===== src/rtl/wb_pkg.sv =====
// ---------------------------------------------------------------------------
// wb_pkg
// Shared types and constants for the writeback stage.
//   REG_ID_W   width of a register id (64 entries: x0-x31 = 0-31, f0-f31 = 32-63)
//   REG_ZERO   the hard-wired zero register x0
//   wb_state_e post-reset clear sequence / normal operation
//   wb_src_e   where a decode read port takes its data from
//   wb_trace_t one retire-trace record
// ---------------------------------------------------------------------------
package wb_pkg;

  localparam int REG_ID_W = 6;
  localparam logic [REG_ID_W-1:0] REG_ZERO = 6'd0;

  // Width of the trace data field; matches the default register width.
  localparam int WB_XLEN = 32;

  typedef enum logic {
    WB_CLEAR = 1'b0,
    WB_RUN   = 1'b1
  } wb_state_e;

  typedef enum logic [1:0] {
    SRC_ZERO = 2'd0,
    SRC_RF   = 2'd1,
    SRC_BYP  = 2'd2
  } wb_src_e;

  typedef struct packed {
    logic [31:0]         pc;
    logic [31:0]         instr;
    logic [REG_ID_W-1:0] rd;
    logic [WB_XLEN-1:0]  data;
  } wb_trace_t;

  // Picks the source for a read port: x0 always reads zero, a read of the
  // register being committed this cycle takes the new data (write-first),
  // anything else comes from the array.
  function automatic wb_src_e read_src(input logic [REG_ID_W-1:0] rs,
                                       input logic                we,
                                       input logic [REG_ID_W-1:0] rd);
    if (rs == REG_ZERO) begin
      return SRC_ZERO;
    end
    if (we && (rs == rd)) begin
      return SRC_BYP;
    end
    return SRC_RF;
  endfunction

endpackage


===== src/rtl/writeback_unit_if.sv =====
// ---------------------------------------------------------------------------
// writeback_unit_if
// Bundle between the memory stage / decode stage and the writeback unit.
//   MW_*     bundle registered by the memory stage (PC, instr, nop, rdId,
//            wbData, wbEnable)
//   D_*      decode read request (readEn, rs1Id, rs2Id, rs3Id)
//   DE_*     read data returned to decode, one cycle after the address
//   W_*      registered commit for execute-stage forwarding
//   rfReady  low while the register file is being cleared
//   instret  64-bit retired-instruction count
//   tr*      retire trace record (active only with WB_RETIRE_TRACE_EN)
// Modports: slave = writeback unit, master = surrounding pipeline.
// ---------------------------------------------------------------------------
interface writeback_unit_if
  import wb_pkg::*;
#(
  parameter int XLEN = 32
) ();

  logic [31:0]         MW_PC;
  logic [31:0]         MW_instr;
  logic                MW_nop;
  logic [REG_ID_W-1:0] MW_rdId;
  logic [XLEN-1:0]     MW_wbData;
  logic                MW_wbEnable;

  logic                D_readEn;
  logic [REG_ID_W-1:0] D_rs1Id;
  logic [REG_ID_W-1:0] D_rs2Id;
  logic [REG_ID_W-1:0] D_rs3Id;

  logic [XLEN-1:0]     DE_rs1;
  logic [XLEN-1:0]     DE_rs2;
  logic [XLEN-1:0]     DE_rs3;

  logic [REG_ID_W-1:0] W_rdId;
  logic [XLEN-1:0]     W_wbData;
  logic                W_wbEnable;

  logic                rfReady;
  logic [63:0]         instret;

  logic                trValid;
  logic [31:0]         trPC;
  logic [31:0]         trInstr;
  logic [XLEN-1:0]     trData;
  logic [REG_ID_W-1:0] trRd;

  modport slave (
    input  MW_PC, MW_instr, MW_nop, MW_rdId, MW_wbData, MW_wbEnable,
    input  D_readEn, D_rs1Id, D_rs2Id, D_rs3Id,
    output DE_rs1, DE_rs2, DE_rs3,
    output W_rdId, W_wbData, W_wbEnable,
    output rfReady, instret,
    output trValid, trPC, trInstr, trData, trRd
  );

  modport master (
    output MW_PC, MW_instr, MW_nop, MW_rdId, MW_wbData, MW_wbEnable,
    output D_readEn, D_rs1Id, D_rs2Id, D_rs3Id,
    input  DE_rs1, DE_rs2, DE_rs3,
    input  W_rdId, W_wbData, W_wbEnable,
    input  rfReady, instret,
    input  trValid, trPC, trInstr, trData, trRd
  );

endinterface


===== src/rtl/regfile_1w3r.sv =====
// ---------------------------------------------------------------------------
// regfile_1w3r
// NUM_REGS x XLEN register array with one write port and three registered
// read ports sharing one read enable. The array has no reset so it maps onto
// block RAM; clearing is done by the owner through the write port. A read of
// an address written on the same edge returns the old contents; the owner
// adds bypass where write-first behaviour is needed.
//   clk_i               clock
//   we_i, waddr_i, wdata_i      write port
//   re_i                read enable; read data holds while low
//   raddr{1,2,3}_i      read addresses
//   rdata{1,2,3}_o      registered read data
// ---------------------------------------------------------------------------
module regfile_1w3r
  import wb_pkg::*;
#(
  parameter int XLEN     = 32,
  parameter int NUM_REGS = 64
) (
  input  logic                clk_i,
  input  logic                we_i,
  input  logic [REG_ID_W-1:0] waddr_i,
  input  logic [XLEN-1:0]     wdata_i,
  input  logic                re_i,
  input  logic [REG_ID_W-1:0] raddr1_i,
  input  logic [REG_ID_W-1:0] raddr2_i,
  input  logic [REG_ID_W-1:0] raddr3_i,
  output logic [XLEN-1:0]     rdata1_o,
  output logic [XLEN-1:0]     rdata2_o,
  output logic [XLEN-1:0]     rdata3_o
);

  logic [XLEN-1:0] mem [NUM_REGS];

  // Single write port into the array.
  always_ff @(posedge clk_i) begin
    if (we_i) begin
      mem[waddr_i] <= wdata_i;
    end
  end

  // Registered read ports; holding while re_i is low keeps a stalled
  // decode's operands stable.
  always_ff @(posedge clk_i) begin
    if (re_i) begin
      rdata1_o <= mem[raddr1_i];
      rdata2_o <= mem[raddr2_i];
      rdata3_o <= mem[raddr3_i];
    end
  end

endmodule


===== src/rtl/writeback_unit.sv =====
// ---------------------------------------------------------------------------
// writeback_unit
// Final pipeline stage. Commits the MW bundle into the 64-entry register
// file, serves decode's three synchronous read ports with write-first bypass,
// forwards the registered commit to execute and counts retired instructions.
// After reset it zeroes every register entry (one per cycle) and holds
// rfReady low until done; MW writes and reads are ignored meanwhile.
// Ports:
//   clk_i     clock, rising edge
//   reset_i   synchronous active-high reset; restarts the clear sequence
//   wb        writeback_unit_if.slave (MW bundle, decode reads, commit,
//             rfReady, instret, trace)
// Configuration macro:
//   WB_RETIRE_TRACE_EN  when defined, registers one trace record per retired
//                       instruction; otherwise the trace outputs are tied 0.
// ---------------------------------------------------------------------------
module writeback_unit
  import wb_pkg::*;
#(
  parameter int XLEN     = 32,
  parameter int NUM_REGS = 64
) (
  input  logic               clk_i,
  input  logic               reset_i,
  writeback_unit_if.slave    wb
);

  localparam logic [REG_ID_W-1:0] LAST_IDX = REG_ID_W'(NUM_REGS - 1);

  wb_state_e           state_q, state_d;
  logic [REG_ID_W-1:0] clear_idx_q, clear_idx_d;
  logic                running;
  logic                clearing;
  logic                we;
  logic                retire;

  logic                rf_we;
  logic [REG_ID_W-1:0] rf_waddr;
  logic [XLEN-1:0]     rf_wdata;
  logic                rf_re;
  logic [XLEN-1:0]     rf_rdata [3];

  logic [REG_ID_W-1:0] rs_id    [3];
  wb_src_e             src_q    [3];
  logic [XLEN-1:0]     byp_q    [3];
  logic [XLEN-1:0]     de_data  [3];

  logic [REG_ID_W-1:0] w_rd_id_q;
  logic [XLEN-1:0]     w_wb_data_q;
  logic                w_wb_enable_q;
  logic [63:0]         instret_q;

  assign running  = (state_q == WB_RUN);
  assign clearing = (state_q == WB_CLEAR);

  // A commit only counts when running, enabled, not a bubble and not x0.
  assign we     = running & wb.MW_wbEnable & ~wb.MW_nop & (wb.MW_rdId != REG_ZERO);
  assign retire = running & ~wb.MW_nop;

  // State register for the clear sequence; reset always restarts it at 0.
  always_ff @(posedge clk_i) begin
    if (reset_i) begin
      state_q     <= WB_CLEAR;
      clear_idx_q <= '0;
    end else begin
      state_q     <= state_d;
      clear_idx_q <= clear_idx_d;
    end
  end

  // Walk every entry once, then switch to normal operation on the edge that
  // writes the last entry.
  always_comb begin
    state_d     = state_q;
    clear_idx_d = clear_idx_q;
    unique case (state_q)
      WB_CLEAR: begin
        clear_idx_d = clear_idx_q + 1'b1;
        if (clear_idx_q == LAST_IDX) begin
          state_d = WB_RUN;
        end
      end
      WB_RUN: begin
        clear_idx_d = '0;
      end
      default: begin
        state_d     = WB_CLEAR;
        clear_idx_d = '0;
      end
    endcase
  end

  // The single write port is shared between the clear walk and commits.
  always_comb begin
    rf_we    = we;
    rf_waddr = wb.MW_rdId;
    rf_wdata = wb.MW_wbData;
    if (clearing) begin
      rf_we    = 1'b1;
      rf_waddr = clear_idx_q;
      rf_wdata = '0;
    end
  end

  assign rf_re    = running & wb.D_readEn;
  assign rs_id[0] = wb.D_rs1Id;
  assign rs_id[1] = wb.D_rs2Id;
  assign rs_id[2] = wb.D_rs3Id;

  regfile_1w3r #(
    .XLEN     (XLEN),
    .NUM_REGS (NUM_REGS)
  ) u_rf (
    .clk_i    (clk_i),
    .we_i     (rf_we),
    .waddr_i  (rf_waddr),
    .wdata_i  (rf_wdata),
    .re_i     (rf_re),
    .raddr1_i (rs_id[0]),
    .raddr2_i (rs_id[1]),
    .raddr3_i (rs_id[2]),
    .rdata1_o (rf_rdata[0]),
    .rdata2_o (rf_rdata[1]),
    .rdata3_o (rf_rdata[2])
  );

  // The array read is registered inside the regfile, so the bypass decision
  // is registered alongside it and applied after the array output. The
  // select and bypass data hold with the array output while decode stalls,
  // and are forced to zero during the clear walk.
  always_ff @(posedge clk_i) begin
    if (reset_i) begin
      for (int i = 0; i < 3; i++) begin
        src_q[i] <= SRC_ZERO;
        byp_q[i] <= '0;
      end
    end else if (!running) begin
      for (int i = 0; i < 3; i++) begin
        src_q[i] <= SRC_ZERO;
      end
    end else if (wb.D_readEn) begin
      for (int i = 0; i < 3; i++) begin
        src_q[i] <= read_src(rs_id[i], we, wb.MW_rdId);
        byp_q[i] <= wb.MW_wbData;
      end
    end
  end

  // Final read-data mux per port.
  always_comb begin
    for (int i = 0; i < 3; i++) begin
      de_data[i] = '0;
      unique case (src_q[i])
        SRC_RF:   de_data[i] = rf_rdata[i];
        SRC_BYP:  de_data[i] = byp_q[i];
        default:  de_data[i] = '0;
      endcase
    end
  end

  assign wb.DE_rs1 = de_data[0];
  assign wb.DE_rs2 = de_data[1];
  assign wb.DE_rs3 = de_data[2];

  // Registered commit for execute-stage forwarding; the strobe carries only
  // effective writes so execute never forwards a dropped or x0 write.
  always_ff @(posedge clk_i) begin
    if (reset_i) begin
      w_rd_id_q     <= '0;
      w_wb_data_q   <= '0;
      w_wb_enable_q <= 1'b0;
    end else begin
      w_rd_id_q     <= wb.MW_rdId;
      w_wb_data_q   <= wb.MW_wbData;
      w_wb_enable_q <= we;
    end
  end

  assign wb.W_rdId     = w_rd_id_q;
  assign wb.W_wbData   = w_wb_data_q;
  assign wb.W_wbEnable = w_wb_enable_q;
  assign wb.rfReady    = running;

  // Every non-bubble instruction retires, whether or not it writes; the
  // counter wraps naturally at 2^64.
  always_ff @(posedge clk_i) begin
    if (reset_i) begin
      instret_q <= '0;
    end else if (retire) begin
      instret_q <= instret_q + 64'd1;
    end
  end

  assign wb.instret = instret_q;

`ifdef WB_RETIRE_TRACE_EN
  logic      tr_valid_q;
  wb_trace_t tr_q;

  // One trace record per retire; rd/data report only effective writes.
  always_ff @(posedge clk_i) begin
    if (reset_i) begin
      tr_valid_q <= 1'b0;
      tr_q       <= '0;
    end else begin
      tr_valid_q <= retire;
      if (retire) begin
        tr_q.pc    <= wb.MW_PC;
        tr_q.instr <= wb.MW_instr;
        tr_q.rd    <= we ? wb.MW_rdId : REG_ZERO;
        tr_q.data  <= we ? WB_XLEN'(wb.MW_wbData) : '0;
      end
    end
  end

  assign wb.trValid = tr_valid_q;
  assign wb.trPC    = tr_q.pc;
  assign wb.trInstr = tr_q.instr;
  assign wb.trRd    = tr_q.rd;
  assign wb.trData  = XLEN'(tr_q.data);
`else
  // PC and instruction word only feed the trace; nothing else consumes them.
  logic unused_trace_inputs;
  assign unused_trace_inputs = ^{wb.MW_PC, wb.MW_instr};

  assign wb.trValid = 1'b0;
  assign wb.trPC    = '0;
  assign wb.trInstr = '0;
  assign wb.trRd    = '0;
  assign wb.trData  = '0;
`endif

endmodule


===== src/flat_wrapper.sv =====
// flat-port wrapper written by rule: the top's interface ports become plain ports
module writeback_unit_flat import wb_pkg::*;
#(
  parameter int XLEN     = 32,
  parameter int NUM_REGS = 64
)
  (clk_i, reset_i, wb_MW_PC, wb_MW_instr, wb_MW_nop, wb_MW_rdId, wb_MW_wbData, wb_MW_wbEnable, wb_D_readEn, wb_D_rs1Id, wb_D_rs2Id, wb_D_rs3Id, wb_DE_rs1, wb_DE_rs2, wb_DE_rs3, wb_W_rdId, wb_W_wbData, wb_W_wbEnable, wb_rfReady, wb_instret, wb_trValid, wb_trPC, wb_trInstr, wb_trData, wb_trRd);
  writeback_unit_if #(.XLEN(XLEN)) wb_i ();
  input  logic clk_i;
  input  logic reset_i;
  input wire logic [$bits(wb_i.MW_PC)-1:0] wb_MW_PC;
  input wire logic [$bits(wb_i.MW_instr)-1:0] wb_MW_instr;
  input wire logic [$bits(wb_i.MW_nop)-1:0] wb_MW_nop;
  input wire logic [$bits(wb_i.MW_rdId)-1:0] wb_MW_rdId;
  input wire logic [$bits(wb_i.MW_wbData)-1:0] wb_MW_wbData;
  input wire logic [$bits(wb_i.MW_wbEnable)-1:0] wb_MW_wbEnable;
  input wire logic [$bits(wb_i.D_readEn)-1:0] wb_D_readEn;
  input wire logic [$bits(wb_i.D_rs1Id)-1:0] wb_D_rs1Id;
  input wire logic [$bits(wb_i.D_rs2Id)-1:0] wb_D_rs2Id;
  input wire logic [$bits(wb_i.D_rs3Id)-1:0] wb_D_rs3Id;
  output wire logic [$bits(wb_i.DE_rs1)-1:0] wb_DE_rs1;
  output wire logic [$bits(wb_i.DE_rs2)-1:0] wb_DE_rs2;
  output wire logic [$bits(wb_i.DE_rs3)-1:0] wb_DE_rs3;
  output wire logic [$bits(wb_i.W_rdId)-1:0] wb_W_rdId;
  output wire logic [$bits(wb_i.W_wbData)-1:0] wb_W_wbData;
  output wire logic [$bits(wb_i.W_wbEnable)-1:0] wb_W_wbEnable;
  output wire logic [$bits(wb_i.rfReady)-1:0] wb_rfReady;
  output wire logic [$bits(wb_i.instret)-1:0] wb_instret;
  output wire logic [$bits(wb_i.trValid)-1:0] wb_trValid;
  output wire logic [$bits(wb_i.trPC)-1:0] wb_trPC;
  output wire logic [$bits(wb_i.trInstr)-1:0] wb_trInstr;
  output wire logic [$bits(wb_i.trData)-1:0] wb_trData;
  output wire logic [$bits(wb_i.trRd)-1:0] wb_trRd;
  assign wb_i.MW_PC = wb_MW_PC;
  assign wb_i.MW_instr = wb_MW_instr;
  assign wb_i.MW_nop = wb_MW_nop;
  assign wb_i.MW_rdId = wb_MW_rdId;
  assign wb_i.MW_wbData = wb_MW_wbData;
  assign wb_i.MW_wbEnable = wb_MW_wbEnable;
  assign wb_i.D_readEn = wb_D_readEn;
  assign wb_i.D_rs1Id = wb_D_rs1Id;
  assign wb_i.D_rs2Id = wb_D_rs2Id;
  assign wb_i.D_rs3Id = wb_D_rs3Id;
  assign wb_DE_rs1 = wb_i.DE_rs1;
  assign wb_DE_rs2 = wb_i.DE_rs2;
  assign wb_DE_rs3 = wb_i.DE_rs3;
  assign wb_W_rdId = wb_i.W_rdId;
  assign wb_W_wbData = wb_i.W_wbData;
  assign wb_W_wbEnable = wb_i.W_wbEnable;
  assign wb_rfReady = wb_i.rfReady;
  assign wb_instret = wb_i.instret;
  assign wb_trValid = wb_i.trValid;
  assign wb_trPC = wb_i.trPC;
  assign wb_trInstr = wb_i.trInstr;
  assign wb_trData = wb_i.trData;
  assign wb_trRd = wb_i.trRd;
  writeback_unit #(.XLEN(XLEN), .NUM_REGS(NUM_REGS)) u_core (.clk_i(clk_i), .reset_i(reset_i), .wb(wb_i));
endmodule

===== config.mk =====
export PLATFORM = sky130hd
export DESIGN_NAME = writeback_unit_flat
export DESIGN_NICKNAME = d
export VERILOG_FILES = /design/src/rtl/wb_pkg.sv /design/src/rtl/writeback_unit_if.sv /design/src/rtl/regfile_1w3r.sv /design/src/rtl/writeback_unit.sv /design/src/flat_wrapper.sv
export SDC_FILE = /design/constraint.sdc
export NUM_CORES = 2
export LEC_CHECK = 0
export ABC_CLOCK_PERIOD_IN_PS = 5000
export CORE_ASPECT_RATIO = 1.75
export CORE_MARGIN = 2
export CORE_UTILIZATION = 45
export CTS_BUF_LIST = sky130_fd_sc_hd__clkbuf_2 sky130_fd_sc_hd__clkbuf_4 sky130_fd_sc_hd__clkbuf_8
export CTS_CLUSTER_SIZE = 16
export DETAILED_ROUTE_END_ITERATION = 7
export HOLD_SLACK_MARGIN = 0.12
export PLACE_DENSITY = 0.6
export SLEW_MARGIN = 20
export SYNTH_ARGS = -nofsm -noshare
export SYNTH_HDL_FRONTEND = slang
export SYNTH_SLANG_ARGS = --single-unit

===== constraint.sdc =====
create_clock -name clk_i -period 5 [get_ports clk_i]
set_input_delay 0.75 -clock clk_i [delete_from_list [all_inputs] [get_ports clk_i]]
set_output_delay 0.75 -clock clk_i [all_outputs]
set_load 0.05 [all_outputs]

==> metrics.md <==
| Metric | Value |
|---|---|
| Status | `completed` |
| Fin. max-slew vios | `0` |
| DP Area | `131,000 µm²` |
| Root buffer cell | `clkbuf_8` |
| Leak Pwr | `45.8 nW` |
| Internal power | `30.7 mW` |
| Period utilisation layout | `94.5%` |
| Post-synth EDFFs | `2,182` |
| Critical path class | `flop to output port` |
| Synth cell types | `73` |
| Area grow syn2layout | `14.1%` |
| Yosys warnings | `0` |
| Post-Synthesis Cells | `7,517` |
| Async SR Flop Fraction | `0%` |
| Iteration-0 DRC Markers | `14,979` |
| Ys flop type | `edfxtp_1` |
| CP bufs+invs | `2` |
| Max Root-Sink Buffers | `4` |
| Die height | `691 µm` |
| Area of the multi-input gates | `51,000 µm²` |
| Drt drc | `0` |
| Hold crit path type | `input pin to flop` |
| Final design utilization | `51.5%` |
| Core area | `269,000 µm²` |
| Post-cts repair resize count | `0` |
| Num ports | `428` |
| CP arrival | `3.98 ns` |
| Fin Clk Skew | `0.0566 ns` |
| Register bit total from synthesis | `2,292` |
| Routed vias/inst | `7.56` |
| Vias in the first global route | `87,653` |
| CP max-delay cell | `clkdlybuf4s50_1` |
| DRT Pass-1 Iters | `8` |
| Mean Syn Cell Area | `16.1 µm²` |
| Total congestion overflow | `0` |
| GPL Wtd Cong | `1.11` |
| Antenna violations before repair | `57` |
| RSZ-0062 raised after global routing | `false` |
| Peak Freq | `212 MHz` |
| Commonest non-fill, non-tap cell in the layout | `edfxtp_1` |
| GRT Total Usage | `39.5%` |
| Postcts setup bufs | `0` |
| Seq pwr share | `49.8%` |
| CTS tree | `yes` |
| # Max-Cap Violations | `0` |
| Gate power share | `12.3%` |
| Max stage delay on crit path | `0.85 ns` |
| Die width | `396 µm` |
| Via count | `89,350` |
| Share of cells above drive strength 1 | `30.2%` |
| Num Clock Sinks | `2,292` |
| Sequential share of the synthesized area | `55.9%` |
| Final Hold Vio Count | `0` |
| CP Capture Type | `output port` |
| Mapped cell area | `121,000 µm²` |
| Worst-Margin Slew | `1.22 ns` |
| Reg clk slew, reported paths | `0.07 ns` |
| DP Wirelength | `354 mm` |
| CP top delay family | `buffers and inverters` |
| Die area | `274,000 µm²` |
| Final ANT Viol Nets | `0` |
| Setup TNS | `0 ns` |
| Row count | `252` |
| Switch Pwr | `11.4 mW` |
| Worst EP required | `4.25 ns` |
| Total wire length | `552 mm` |
| Final setup viols | `0` |
| Final min period | `4.73 ns` |
| Fill count | `22,057` |
| Slew margin rel. | `18.0%` |
| Critical path peak fanout | `32` |
| Wire length per cell | `46.6 µm` |
| Net count, final | `8,095` |
| Pwr/cell area | `304 nW/µm²` |
| Post-Layout Inst Area | `138,000 µm²` |
| Sw frac | `27.0%` |
| Crit start category | `flop` |
| Clk pwr share | `37.9%` |
| Initial Utilization | `45.1%` |
| Storage element area | `67,700 µm²` |
| Worst-Skew Late Latency | `1.08 ns` |
| CTS Hold Bufs | `0` |
| TritonCTS Buffers | `345` |
| H-Tree Depth | `5` |
| Global-route wire length before repair | `734 mm` |
| Most frequent cells in the layout | `edfxtp_1, mux4_2, mux2i_1, buf_4, clkbuf_8` |
| IO Port Bufs | `260` |
| Worst path cell trace | `inv_1 -> ha_2 -> a22oi_1 -> nor2_1 -> clkdlybuf4s50_1` |
| Largest net degree at the start of global routing | `94` |
| Max VDD drop | `189 µV` |
flip-flops by register name (all words and copies together), names as in the netlist, 6 cells and up:
name and count:
u_core.u_rf.rdata1_o 32, u_core.src_q 6, u_core.u_rf.rdata3_o 32, u_core.u_rf.mem 2048
u_core.byp_q 32, u_core.wb.instret 64, u_core.u_rf.rdata2_o 32, u_core.clear_idx_q 6
u_core.wb.W_rdId 6, u_core.wb.W_wbData 32
area by class of cell:
| type | instances | share of cell area [%] |
|---|---|---|
| Multi-Input combinational cell | 4511 | 36.9 |
| Sequential cell | 2292 | 49.0 |
| Clock inverter | 153 | 0.754 |
| Tap cell | 3556 | 3.22 |
| Inverter | 32 | 0.0896 |
| Antenna cell | 49 | 0.0887 |
| Clock buffer | 453 | 4.07 |
| Timing Repair Buffer | 780 | 5.92 |
per-layer routing:
metal	up-vias	GRT usage [%]	wire length (µm)
li1	32716	-	-
met1	46017	44.0	168000
met2	8114	60.6	252000
met3	2477	12.1	70800
met4	26	36.2	60800
met5	-	0	205
power by group through the flow:
stage	registers (mW)	clock network [mW]	logic, mW
2_1_floorplan	21.4	0	2.82
3_3_place_gp	21.4	0	4.94
3_5_place_dp	21.4	0	4.96
4_1_cts	20.9	15.9	4.97
5_1_grt	20.9	16.6	5.17
6_report	21.0	15.9	5.17
kinds of logic (layout without fill, tap and decap cells):
group,after synthesis,count (layout),synth area share [%]
AOI/OAI and AO/OA,1396,1396,8.48
xor gates and xnor gates,56,56,0.405
adders and majority gates,8,8,0.0826
buffers and inverters,816,1418,3.05
DFF,2292,2292,55.9
muxes,1983,1983,28.2
other,1,152,0.00309
and+or+nand+nor,965,965,3.94
path summary, 6_finish.rpt:
check | cells after the start | to | slack (ns) | start
max | 5 | wb_DE_rs1[19] | 0.27 | u_core.src_q[0][1]
min | 2 | u_core.wb.W_wbData[0] | 0.19 | reset_i
min reg2reg | 2 | u_core.wb.instret[56] | 0.51 | u_core.wb.instret[56]
max reg2reg | 9 | u_core.u_rf.mem[46][5] | 1.39 | u_core.wb.rfReady
synthesized netlist by cell type, types with 19 or more instances:
cell type / number / area share [%]
mux2i_1: 752 / 6.2
a31oi_1: 23 / 0.12
or3_1: 26 / 0.13
nor4_1: 40 / 0.21
clkbuf_1: 379 / 1.2
inv_1: 30 / 0.093
nand2_1: 206 / 0.64
a21oi_1: 173 / 0.71
nand4_1: 36 / 0.19
edfxtp_1: 2182 / 54
a22oi_1: 328 / 2.0
nand3_1: 91 / 0.38
o31ai_1: 22 / 0.14
a22o_1: 98 / 0.71
xnor2_1: 39 / 0.28
a2111oi_0: 19 / 0.14
a221oi_1: 87 / 0.63
mux4_2: 1135 / 21
nor2_1: 276 / 0.85
buf_1: 119 / 0.37
buf_4: 106 / 0.66
dfxtp_1: 110 / 1.8
mux2_2: 96 / 0.89
o221ai_1: 134 / 0.97
a21o_1: 19 / 0.12
nor2b_1: 72 / 0.37
and2_1: 87 / 0.45
buf_2: 179 / 0.74
a211oi_1: 126 / 0.78
o22ai_1: 173 / 0.89
o21ai_0: 58 / 0.24
nor3_1: 51 / 0.21
stage by stage:
stage	instances	setup slack, ns	total power, mW	hold WS, ns
after floorplan	7619	0.643	24.2	0.441
after global placement	11170	0.599	26.3	0.482
after detailed placement	11171	0.768	26.3	0.504
after CTS	11777	0.446	41.9	0.169
after global routing	11784	0.393	42.8	0.224
final	11826	0.273	42.1	0.186
No activity file was read; power rests on OpenSTA's default activity.
